## src/rtl/afifo_arb_pkg.sv

```systemverilog
// Shared types and widths for the AFIFO write-port arbiter.
package afifo_arb_pkg;

  typedef enum logic {
    IDLE  = 1'b0,
    GRANT = 1'b1
  } state_e;

  localparam int unsigned BEAT_W = 8;
  localparam int unsigned STAT_W = 16;

endpackage

```

## src/rtl/afifo_wr_arbiter_rr_pick.sv

```systemverilog
// Round-robin winner search: first set request above last_gnt, wrapping.
module rr_pick #(
  parameter int unsigned NREQ = 4,
  parameter int unsigned IDW  = 2
) (
  input  logic [NREQ-1:0] req,
  input  logic [IDW-1:0]  last_gnt,
  output logic            any,
  output logic [IDW-1:0]  winner
);

  logic [IDW-1:0] idx;

  always_comb begin
    any    = 1'b0;
    winner = '0;
    idx    = '0;
    for (int unsigned k = 1; k <= NREQ; k++) begin
      idx = IDW'((32'(last_gnt) + k) % NREQ);
      if (!any && req[idx]) begin
        any    = 1'b1;
        winner = idx;
      end
    end
  end

endmodule

```

## src/rtl/afifo_wr_arbiter.sv

```systemverilog
// N-to-1 burst arbiter in front of an async FIFO write port.
// Optional per-requester beat statistics enabled by AFIFO_ARB_STATS_EN.
module afifo_wr_arbiter
  import afifo_arb_pkg::*;
#(
  parameter int unsigned NREQ  = 4,
  parameter int unsigned DW    = 8,
  parameter int unsigned BURST = 4,
  localparam int unsigned IDW  = (NREQ > 1) ? $clog2(NREQ) : 1
) (
  input  logic                 clk,
  input  logic                 rst,
  input  logic [NREQ-1:0]      req_valid,
  input  logic [NREQ*DW-1:0]   req_data,
  input  logic [NREQ-1:0]      req_last,
  output logic [NREQ-1:0]      req_ready,
  output logic                 fifo_wren,
  output logic [DW-1:0]        fifo_wdata,
  input  logic                 fifo_wfull,
  output logic [IDW-1:0]       grant_id,
  output logic                 busy
`ifdef AFIFO_ARB_STATS_EN
  ,
  output logic [NREQ*STAT_W-1:0] stat_beats
`endif
);

  state_e            state_q, state_d;
  logic [IDW-1:0]    grant_q, grant_d;
  logic [IDW-1:0]    last_q, last_d;
  logic [BEAT_W-1:0] beat_q, beat_d;
  logic              pick_any;
  logic [IDW-1:0]    pick_idx;
  logic              own_valid;
  logic              own_last;

  rr_pick #(.NREQ(NREQ), .IDW(IDW)) u_rr_pick (
    .req      (req_valid),
    .last_gnt (last_q),
    .any      (pick_any),
    .winner   (pick_idx)
  );

  // Owner's valid/last/data, selected with no added latency.
  always_comb begin
    own_valid  = 1'b0;
    own_last   = 1'b0;
    fifo_wdata = '0;
    for (int unsigned i = 0; i < NREQ; i++) begin
      if (grant_q == IDW'(i)) begin
        own_valid  = req_valid[i];
        own_last   = req_last[i];
        fifo_wdata = req_data[i*DW +: DW];
      end
    end
  end

  always_comb begin
    state_d   = state_q;
    grant_d   = grant_q;
    last_d    = last_q;
    beat_d    = beat_q;
    req_ready = '0;
    fifo_wren = 1'b0;
    case (state_q)
      IDLE: begin
        if (pick_any) begin
          grant_d = pick_idx;
          beat_d  = '0;
          state_d = GRANT;
        end
      end
      GRANT: begin
        for (int unsigned i = 0; i < NREQ; i++) begin
          req_ready[i] = (grant_q == IDW'(i)) && !fifo_wfull;
        end
        fifo_wren = own_valid && !fifo_wfull;
        // A full FIFO only stalls; release needs a counted beat or a dropped valid.
        if (!own_valid) begin
          state_d = IDLE;
          last_d  = grant_q;
        end else if (fifo_wren) begin
          beat_d = beat_q + BEAT_W'(1);
          if (own_last || (beat_q == BEAT_W'(BURST - 1))) begin
            state_d = IDLE;
            last_d  = grant_q;
          end
        end
      end
      default: state_d = IDLE;
    endcase
  end

  always_ff @(posedge clk or posedge rst) begin
    if (rst) begin
      state_q <= IDLE;
      grant_q <= '0;
      last_q  <= IDW'(NREQ - 1);
      beat_q  <= '0;
    end else begin
      state_q <= state_d;
      grant_q <= grant_d;
      last_q  <= last_d;
      beat_q  <= beat_d;
    end
  end

  assign grant_id = grant_q;
  assign busy     = (state_q == GRANT);

`ifdef AFIFO_ARB_STATS_EN
  logic [STAT_W-1:0] stat_q [NREQ];
  logic [STAT_W-1:0] stat_d [NREQ];

  // Saturating accepted-beat counters, one per requester.
  always_comb begin
    for (int unsigned i = 0; i < NREQ; i++) begin
      stat_d[i] = stat_q[i];
      if (fifo_wren && (grant_q == IDW'(i)) && (stat_q[i] != '1)) begin
        stat_d[i] = stat_q[i] + STAT_W'(1);
      end
    end
  end

  always_ff @(posedge clk or posedge rst) begin
    if (rst) begin
      for (int unsigned i = 0; i < NREQ; i++) stat_q[i] <= '0;
    end else begin
      for (int unsigned i = 0; i < NREQ; i++) stat_q[i] <= stat_d[i];
    end
  end

  always_comb begin
    for (int unsigned i = 0; i < NREQ; i++) begin
      stat_beats[i*STAT_W +: STAT_W] = stat_q[i];
    end
  end
`endif

endmodule

```

## config.mk

```make
export PLATFORM = sky130hd
export DESIGN_NAME = afifo_wr_arbiter
export DESIGN_NICKNAME = d
export VERILOG_FILES = /design/src/rtl/afifo_arb_pkg.sv /design/src/rtl/afifo_wr_arbiter_rr_pick.sv /design/src/rtl/afifo_wr_arbiter.sv
export SDC_FILE = /design/constraint.sdc
export NUM_CORES = 1
export LEC_CHECK = 0
export BUFFER_PORTS_ARGS = -buffer_cell sky130_fd_sc_hd__buf_2
export CORE_MARGIN = 5
export CORE_UTILIZATION = 39
export DETAILED_ROUTE_END_ITERATION = 8
export PLACE_DENSITY = 0.76
export SLEW_MARGIN = 10
export SYNTH_ARGS = -nofsm -noshare
export SYNTH_HDL_FRONTEND = slang
export SYNTH_SLANG_ARGS = --single-unit
```

## constraint.sdc

```tcl
create_clock -name clk -period 1.5 [get_ports clk]
set_clock_uncertainty 0.05 [all_clocks]
set_input_delay 0 -clock clk [delete_from_list [all_inputs] [get_ports clk]]
set_output_delay 0 -clock clk [all_outputs]
set_load 0.005 [all_outputs]
```

==> results.md, run 1 <==
- The flow ran to the end, but the final reports show violations.
- The final reports fail on negative setup slack.
- The hold violation total from the final report is 0.
- Pin placement for this block handled 59 I/O pins.
- The most used flip-flop cell after synthesis is sky130_fd_sc_hd__dfrtp_1.
- Counting every net in the synthesized netlist gives between 100 and 150.
- The cell type with the largest total area after synthesis is sky130_fd_sc_hd__dfrtp_1.
- The overall via count from detail_route is 1090.
- The worst stage delay on the critical path is between 400 and 500 ps.
- At the pin with the least slew margin, the transition time is ~500 ps.
- In the final layout, the share of cells above drive strength 1 is 0.642.
- Synthesis inferred 13 register bits.
- The core region is roughly 2500 um^2.
- The number of setup violations in the final report is 21.
- The slowest stage of the critical path belongs to the cell sky130_fd_sc_hd__or4b_4.
- The setup slack after layout is -176 ps.
- Of the synthesized area, sequential elements account for 0.330.
- The signal on the critical path passes through ha_1 > or4b_4 > o21ai_4 > o21ai_2 > mux2_1.
- The async set or reset register ratio after synthesis is 1.00.
- The via count of the first global-routing pass was about 1100.
- The number of flops mapped to enable cells by yosys is 0.
- In the finished design, the share of the clock period the worst path needs comes to 1.12.
- By area, the combinational part of the netlist is dominated by multiplexers.
- The global-route total usage across every layer is 0.181.
- By area the synthesized netlist is led by sky130_fd_sc_hd__dfrtp_1, sky130_fd_sc_hd__mux4_2, sky130_fd_sc_hd__dfstp_2.
- The area taken by flip-flops and latches is roughly 330 um^2.
- The post-layout net count is about 220.
- After detailed routing, the total wire length is 3160 um.
- The simple-gate share of the synthesized area is 0.176.
- The yosys synthesis warning count is 0.
- The cell count after synthesis came out at 89.
- The worst setup timing slack at the placement stage is -189 ps.
- The maximum achievable frequency is roughly 0.60 GHz.
- TritonCTS built the clock tree.
- At the end of routability-driven placement, the weighted congestion stood at between 0.7 and 0.8.
- The finished layout cell area is between 1500 and 2000 um^2.
- The number of antenna diodes in the final layout is 0.
- The maximum vdd ir drop is 1100 uV.
- The tool flagged a number of max-cap violations equal to 0.
- In this run, the number of DRC markers left after iteration 0 of detailed routing was 32.
- CTS placed an instance of sky130_fd_sc_hd__clkbuf_4 at the clock tree root.
- In the routed layout, each cell is associated on average with a via count of approximately 5.4.
- After detailed routing, the number of remaining DRC violations is 0.
- Entering global routing, the biggest net connects 16 pins.
- In this run the tool buffered the top-level ports with 58 buffer cells.
- The class of the most critical hold timing path is in -> reg.
- Subtracting the final worst setup slack from the clock period gives 1680 ps.
- Dividing total power by cell area gives a power density of between 1500 and 2000 nW/um^2.
- The vertical die dimension is 60.5 um.
- For this run, global-route usage on met2 was measured as 0.327.
- The count of different cell masters after synthesis is 37.
- The worst setup path is launched from a flip-flop.
- The count of placed standard cells including taps is 187.
- The initial standard-cell utilization of the core is 0.405.
- The top-area cell type share of the netlist area is 0.277.
- Of all nets on the critical path, the largest fanout is 2.
- The arithmetic-cell share of the synthesized area counting full adders, half adders and majority gates is 0.0126.
- The post-synth design cell area is 993 um^2.
- The complex-gate fraction of the synthesized area is 0.128.
- The area added between synthesis and finish is 60.2%.
- Averaged over all synthesized cells, the footprint is ~11 um^2.
- In this run the number of H-tree levels came out at 1.
- The initial antenna violation count is 0.
- The met3 demand-to-capacity share in global routing is 0.0532.
- For this run the aggregate overflow at the end of global routing stands at 0.
- In the final layout, the multi-input gates occupy between 600 and 700 um^2.
- After detailed placement, the total cell area comes to 1410 um^2.
- The portion of synthesized area spent on multiplexers is 0.273.
- The layer flagged by global routing as most heavily used is met2.
- STA classifies the critical path endpoint as a flip-flop.
- Data on the critical path is required at its endpoint by between 1500 and 2000 ps.
- The total of fill cells in the finished design is between 200 and 250.
- The critical path in this run is classified as reg -> reg.
- After legalization and detailed placement, the total HPWL measured ~2400 um.
- On the final layout, the worst hold slack is 75.7 ps.
- From left edge to right edge, the die measures slightly above 60 um.
- The clock passes through at most 2 buffers.
- The post-layout instance count excluding filler cells is 203.
- Clock tree synthesis found a total of 13 sinks.
- The global routing met1 resource utilization is 0.199.
- After synthesis, the most frequently instantiated cells are sky130_fd_sc_hd__dfrtp_1, sky130_fd_sc_hd__mux4_2, sky130_fd_sc_hd__nand2_1.
- The clock reaches the later pin of the worst-skew pair after about 270 ps.
- The pre-antenna-repair detailed-routing pass consisted of 6 iterations.
- The most common cell in the synthesized netlist is sky130_fd_sc_hd__dfrtp_1.
- The die covers roughly 3700 um^2.
- The xor/xnor cell area share of the yosys netlist is 0.0176.
- The first global-routing pass estimated roughly 4900 um of wire.
- Setup repair after global routing could not meet its margin everywhere.
- Summed over all cells, the static leakage comes to approximately 0.81 nW.
- Counting the buffers created by CTS gives 3.
- Headroom to the max-slew limit came out at 0.666.
- The clock transition at the registers of the reported paths is 80 ps.
- In the final routed layout, each cell accounts on average for between 15 and 20 um.
- The arrival time of data at the critical path endpoint is around 1800 ps.
- Summed over all failing endpoints, the final setup total negative slack is -2110 ps.
- The final antenna-violating net count is 0.
- The final max-slew violation count is 0.
- The number of placement rows is 18.
report_power, final:
group          switching (mW)  total, mW  leakage (nW)  internal, mW
Combinational           0.688       1.66         0.625         0.972
Sequential             0.0843      0.552         0.167         0.467
Clock                   0.111      0.213        0.0150         0.103
flip-flops by register name, summed over array words and instances, names as in the netlist:
signal	flops
beat_q	8
grant_id	2
last_q	2
busy	1
layout by cell type, fill, tap and decap left out, drive strengths merged, types with 2 or more instances in the layout:
| cell | synthesis | routed |
|---|---|---|
| o21ai | 6 | 6 |
| nand2 | 9 | 9 |
| nand4 | 2 | 2 |
| xor2 | 2 | 2 |
| and2 | 2 | 2 |
| dfrtp | 11 | 11 |
| nand2b | 2 | 2 |
| inv | 4 | 4 |
| dfstp | 2 | 2 |
| nand3 | 3 | 3 |
| buf | 4 | 85 |
| o211ai | 2 | 2 |
| nor2 | 4 | 4 |
| mux2i | 2 | 2 |
| mux4 | 10 | 10 |
| clkbuf | 2 | 4 |
| and3 | 2 | 2 |
| nor2b | 2 | 2 |
| mux2 | 2 | 2 |
| o221ai | 2 | 2 |
| o31ai | 3 | 3 |
worst max-delay path, delay by kind of cell (launching register included):
kind,cells,cell delay (ps)
fa+ha+maj,1,180
flops,1,360
compound gates,2,240
mux,1,300
simple gates,1,480
metrics by stage:
stage / power (mW) / utilization
floorplan: 1.39 / -
global placement: 1.80 / 0.572
CTS: 2.34 / 0.636
detailed placement: 1.84 / 0.572
global route: 2.61 / 0.648
finish: 2.43 / 0.648
layout make-up:
cell class,count,share of cell area
Clock buffer,4,0.0165
Inverter,4,0.00943
Multi-Input combinational cell,66,0.406
Sequential cell,13,0.206
Tap cell,30,0.0236
Timing Repair Buffer,86,0.339
cells by family (layout without fill, tap and decap cells):
family                     after synthesis  after routing
adders and majority gates                1              1
muxes                                   14             14
DFF                                     13             13
buffers and inverters                   10             94
and+or+nand+nor                         31             31
xor gates and xnor gates                 2              2
AOI/OAI and AO/OA                       18             18
per-layer routing:
layer,part of all wire,vias to the layer above
met5,0,-
met4,0.017,0
met3,0.14,6
met2,0.50,60
met1,0.35,508
li1,-,516
timing repair:
item                       CTS  global route
setup endpoints to repair   16            21
buffers inserted             8             3
hold buffers                 1             0
pin swaps                    8             2
cloned                       0             0
gates resized for setup     16             2
hold endpoints to repair    11             0
path summary, 6_finish.rpt:
kind	startpoint	endpoint	slack, ps	cells after the start
max	beat_q[0]	last_q[0]	-180	5
min	fifo_wfull	busy	80	3
max reg2reg	beat_q[0]	last_q[0]	-180	5
min reg2reg	beat_q[6]	beat_q[6]	510	2
max in group asynchronous	rst	last_q[0]	810	3
min in group asynchronous	rst	beat_q[0]	240	3
Note: power is estimated with default switching activity, not from simulation.
==> run 2, diff against run 1 <==
CORE_UTILIZATION = 43   (was 39)
PLACE_DENSITY = 0.79   (was 0.76)
clock period = 1.7 ns   (was 1.5 ns; I/O delays follow)
==> results.md, run 2 (synthesis results as in run 1) <==
- The number of buffers inserted by port buffering is 58 (unchanged).
- The vertical die dimension is 58.1 um (-4.0%).
- The number of H-tree levels is 1 (unchanged).
- The maximum number of pins on one net before global-route repair is 16 (unchanged).
- The final antenna-violating net count is 0 (unchanged).
- The total of max-cap violations was 0 (unchanged).
- The number of buffers inserted during clock tree synthesis is 3 (unchanged).
- The slew at the pin with the worst max-slew slack was 498 ps (-2.30 ps).
- The wire length per cell is 16.3 um (+4.5%).
- The buffer depth of the longest clock path is 2 (unchanged).
- The number of placement rows is 17 (-1).
- The maximum vdd ir drop is 983 uV (-11%).
- From synthesis to final layout, the design area changed by 41.3%.
- The overall via count from detail_route is 1036 (-5.0%).
- The signal on the critical path passes through ha_1 > or4b_4 > o21ai_4 > o21ai_2 > mux2_1.
- The worst setup path is launched from a flip-flop.
- The aggregate routed wire length is 2980 um (-5.8%).
- The arrival time of data at the critical path endpoint is 1870 ps (+40 ps).
- The headroom to the max-slew limit is 0.668 (+0.00153).
- The total of fill cells in the finished design is 188 (-6.9%).
- The worst stage delay on the critical path is 480 ps (about the same).
- The clock sink count is 13 (unchanged).
- The detailed placer's ending HPWL is 2370 um (-2.2%).
- The worst hold slack came to 57.8 ps (-17.9 ps).
- The initial standard-cell utilization of the core was 0.449 (+0.0444).
- STA classifies the critical path endpoint as a flip-flop.
- The initial antenna violation count is 0 (unchanged).
- The post-layout total power is 1.78 mW (-27%).
- The clock insertion delay at the later pin of the skew report is 270 ps (about the same).
- The most flop-heavy register is beat_q.
- The worst setup timing slack at the placement stage came to 36.0 ps (+225 ps).
- The final weighted congestion of routability-driven global placement came to 0.805 (+2.2%).
- The post-layout net count is 200 (-8.3%).
- The data required time at the worst endpoint is 1850 ps (+200 ps).
- The power per cell area is 1270 nW/um^2 (-17%).
- The minimum setup slack among reg-to-reg paths is -10 ps (+160 ps).
- The share of the core filled with cells is 0.635 (-0.0137).
- The number of setup violations in the final report is 2 (-90%).
- The number of top-level pins came to 59 (unchanged).
- The detailed-routing iteration count for the pre-antenna-repair pass is 4 (-2).
- The number of antenna cells inserted is 0 (unchanged).
- The final total negative setup slack is -21.1 ps (+2090 ps).
- The share of post-route cells with drive strength above 1 was 0.568 (-0.0739).
- The die outline width came to 58.1 um (-4.0%).
- Setup repair after global routing could not meet its margin everywhere.
- The flip-flop count of the largest register, all copies and words added came to 8 (unchanged).
- The overall die area was 3370 um^2 (-7.8%).
- The maximum achievable frequency is 0.583 GHz (-2.3%).
- The global-route total usage across every layer is 0.188 (+0.00612).
- The flow ran to the end, but the final reports show violations.
- The static leakage is 0.702 nW (-13%).
- The global-route congestion overflow total was 0 (unchanged).
- The maximum net fanout on the critical path is 3 (+1).
- Leaving out fill and tap cells, the most frequent cells in the layout are sky130_fd_sc_hd__buf_2, sky130_fd_sc_hd__dfrtp_1, sky130_fd_sc_hd__mux4_2, sky130_fd_sc_hd__nand2_1, sky130_fd_sc_hd__buf_4.
- The clock transition at the registers of the reported paths was 80 ps (about the same).
- The post-route minimum period was 1710 ps (+38.8 ps).
- The tightest min-delay check is of the in -> reg type.
- TritonCTS built the clock tree.
- The remaining routing DRC violations was 0 (unchanged).
- The routed via count divided by cell count is 5.66 (+5.4%).
- The most common cell after layout, fill and taps aside is sky130_fd_sc_hd__buf_2.
- The CTS root buffer is sky130_fd_sc_hd__clkbuf_4.
- The setup slack after layout is -14.7 ps (+161 ps).
- On the critical path, the stage with the largest delay is an instance of sky130_fd_sc_hd__or4b_4.
- The final max-slew violation count is 0 (unchanged).
- The number of violations reported at the end of detailed-routing iteration 0 is 28 (-13%).
- The final reports fail on negative setup slack.
- The worst setup path is of the reg -> reg kind.
- The hold violation total from the final report is 0 (unchanged).
- The core outline area is 2210 um^2 (-9.9%).
- The share of the clock period used by the worst path is 1.01 (-0.109).
- The via count of the first global-routing pass is 1046 (-7.5%).
- The first-pass GRT wire length is 4900 um (-0.12%).
run 2: cell types whose count changed in the layout (fill, tap and decap cells not counted), moves of 2 or more:
cell / previous run / this run
sky130_fd_sc_hd__buf_4: 20 / 8
sky130_fd_sc_hd__buf_6: 7 / 0
sky130_fd_sc_hd__nand2_1: 7 / 9
sky130_fd_sc_hd__nand3_1: 1 / 3
run 2: area by class of cell:
type / count / area [um^2] / area share
multi-input combinational: 66 / 618 / 0.440
timing repair buffer: 68 / 380 / 0.271
sequential: 13 / 329 / 0.234
tap: 28 / 35.0 / 0.0250
clock buffer: 4 / 26.3 / 0.0187
inverter: 4 / 15.0 / 0.0107
run 2: worst max-delay path, delay by kind of cell (launching register included):
family / cells / cell delay [ps]
simple gates: 1 / 480
flops: 1 / 370
mux: 1 / 320
compound gates: 2 / 260
fa+ha+maj: 1 / 170
run 2: worst paths after layout:
| check | startpoint | to | depth (start not counted) |
|---|---|---|---|
| max | beat_q[1] | last_q[1] | 5 |
| min | fifo_wfull | busy | 3 |
| max reg2reg | beat_q[1] | last_q[1] | 5 |
| min reg2reg | beat_q[6] | beat_q[6] | 2 |
| max in group asynchronous | rst | grant_id[0] | 3 |
| min in group asynchronous | rst | beat_q[0] | 3 |
run 2: layer usage:
metal / up-vias / global-route usage / wire (um)
li1: 480 / - / -
met1: 499 / 0.224 / 1090
met2: 50 / 0.334 / 1540
met3: 7 / 0.0445 / 293
met4: 0 / 0.0530 / 53
met5: - / 0 / 0
run 2: where the power goes:
group          total (mW)  switching (mW)  internal, mW
Clock               0.189          0.0983        0.0910
Sequential          0.521           0.106         0.415
Combinational        1.07           0.462         0.604
run 2: repair_timing:
item | in CTS | in global routing
endpoints found under the setup margin | 1 | 5
buffers inserted | 0 | 1
hold buffers | 1 | 0
pin swaps | 0 | 1
endpoints found under the hold margin | 11 | 0
gates cloned | 0 | 0
gates resized for setup | 1 | 7
run 2: through the flow:
stage	std cells	instance area, um^2
floorplan	89	993
global placement	177	1330
detailed placement	177	1330
CTS	182	1370
global route	183	1400
finish	183	1400
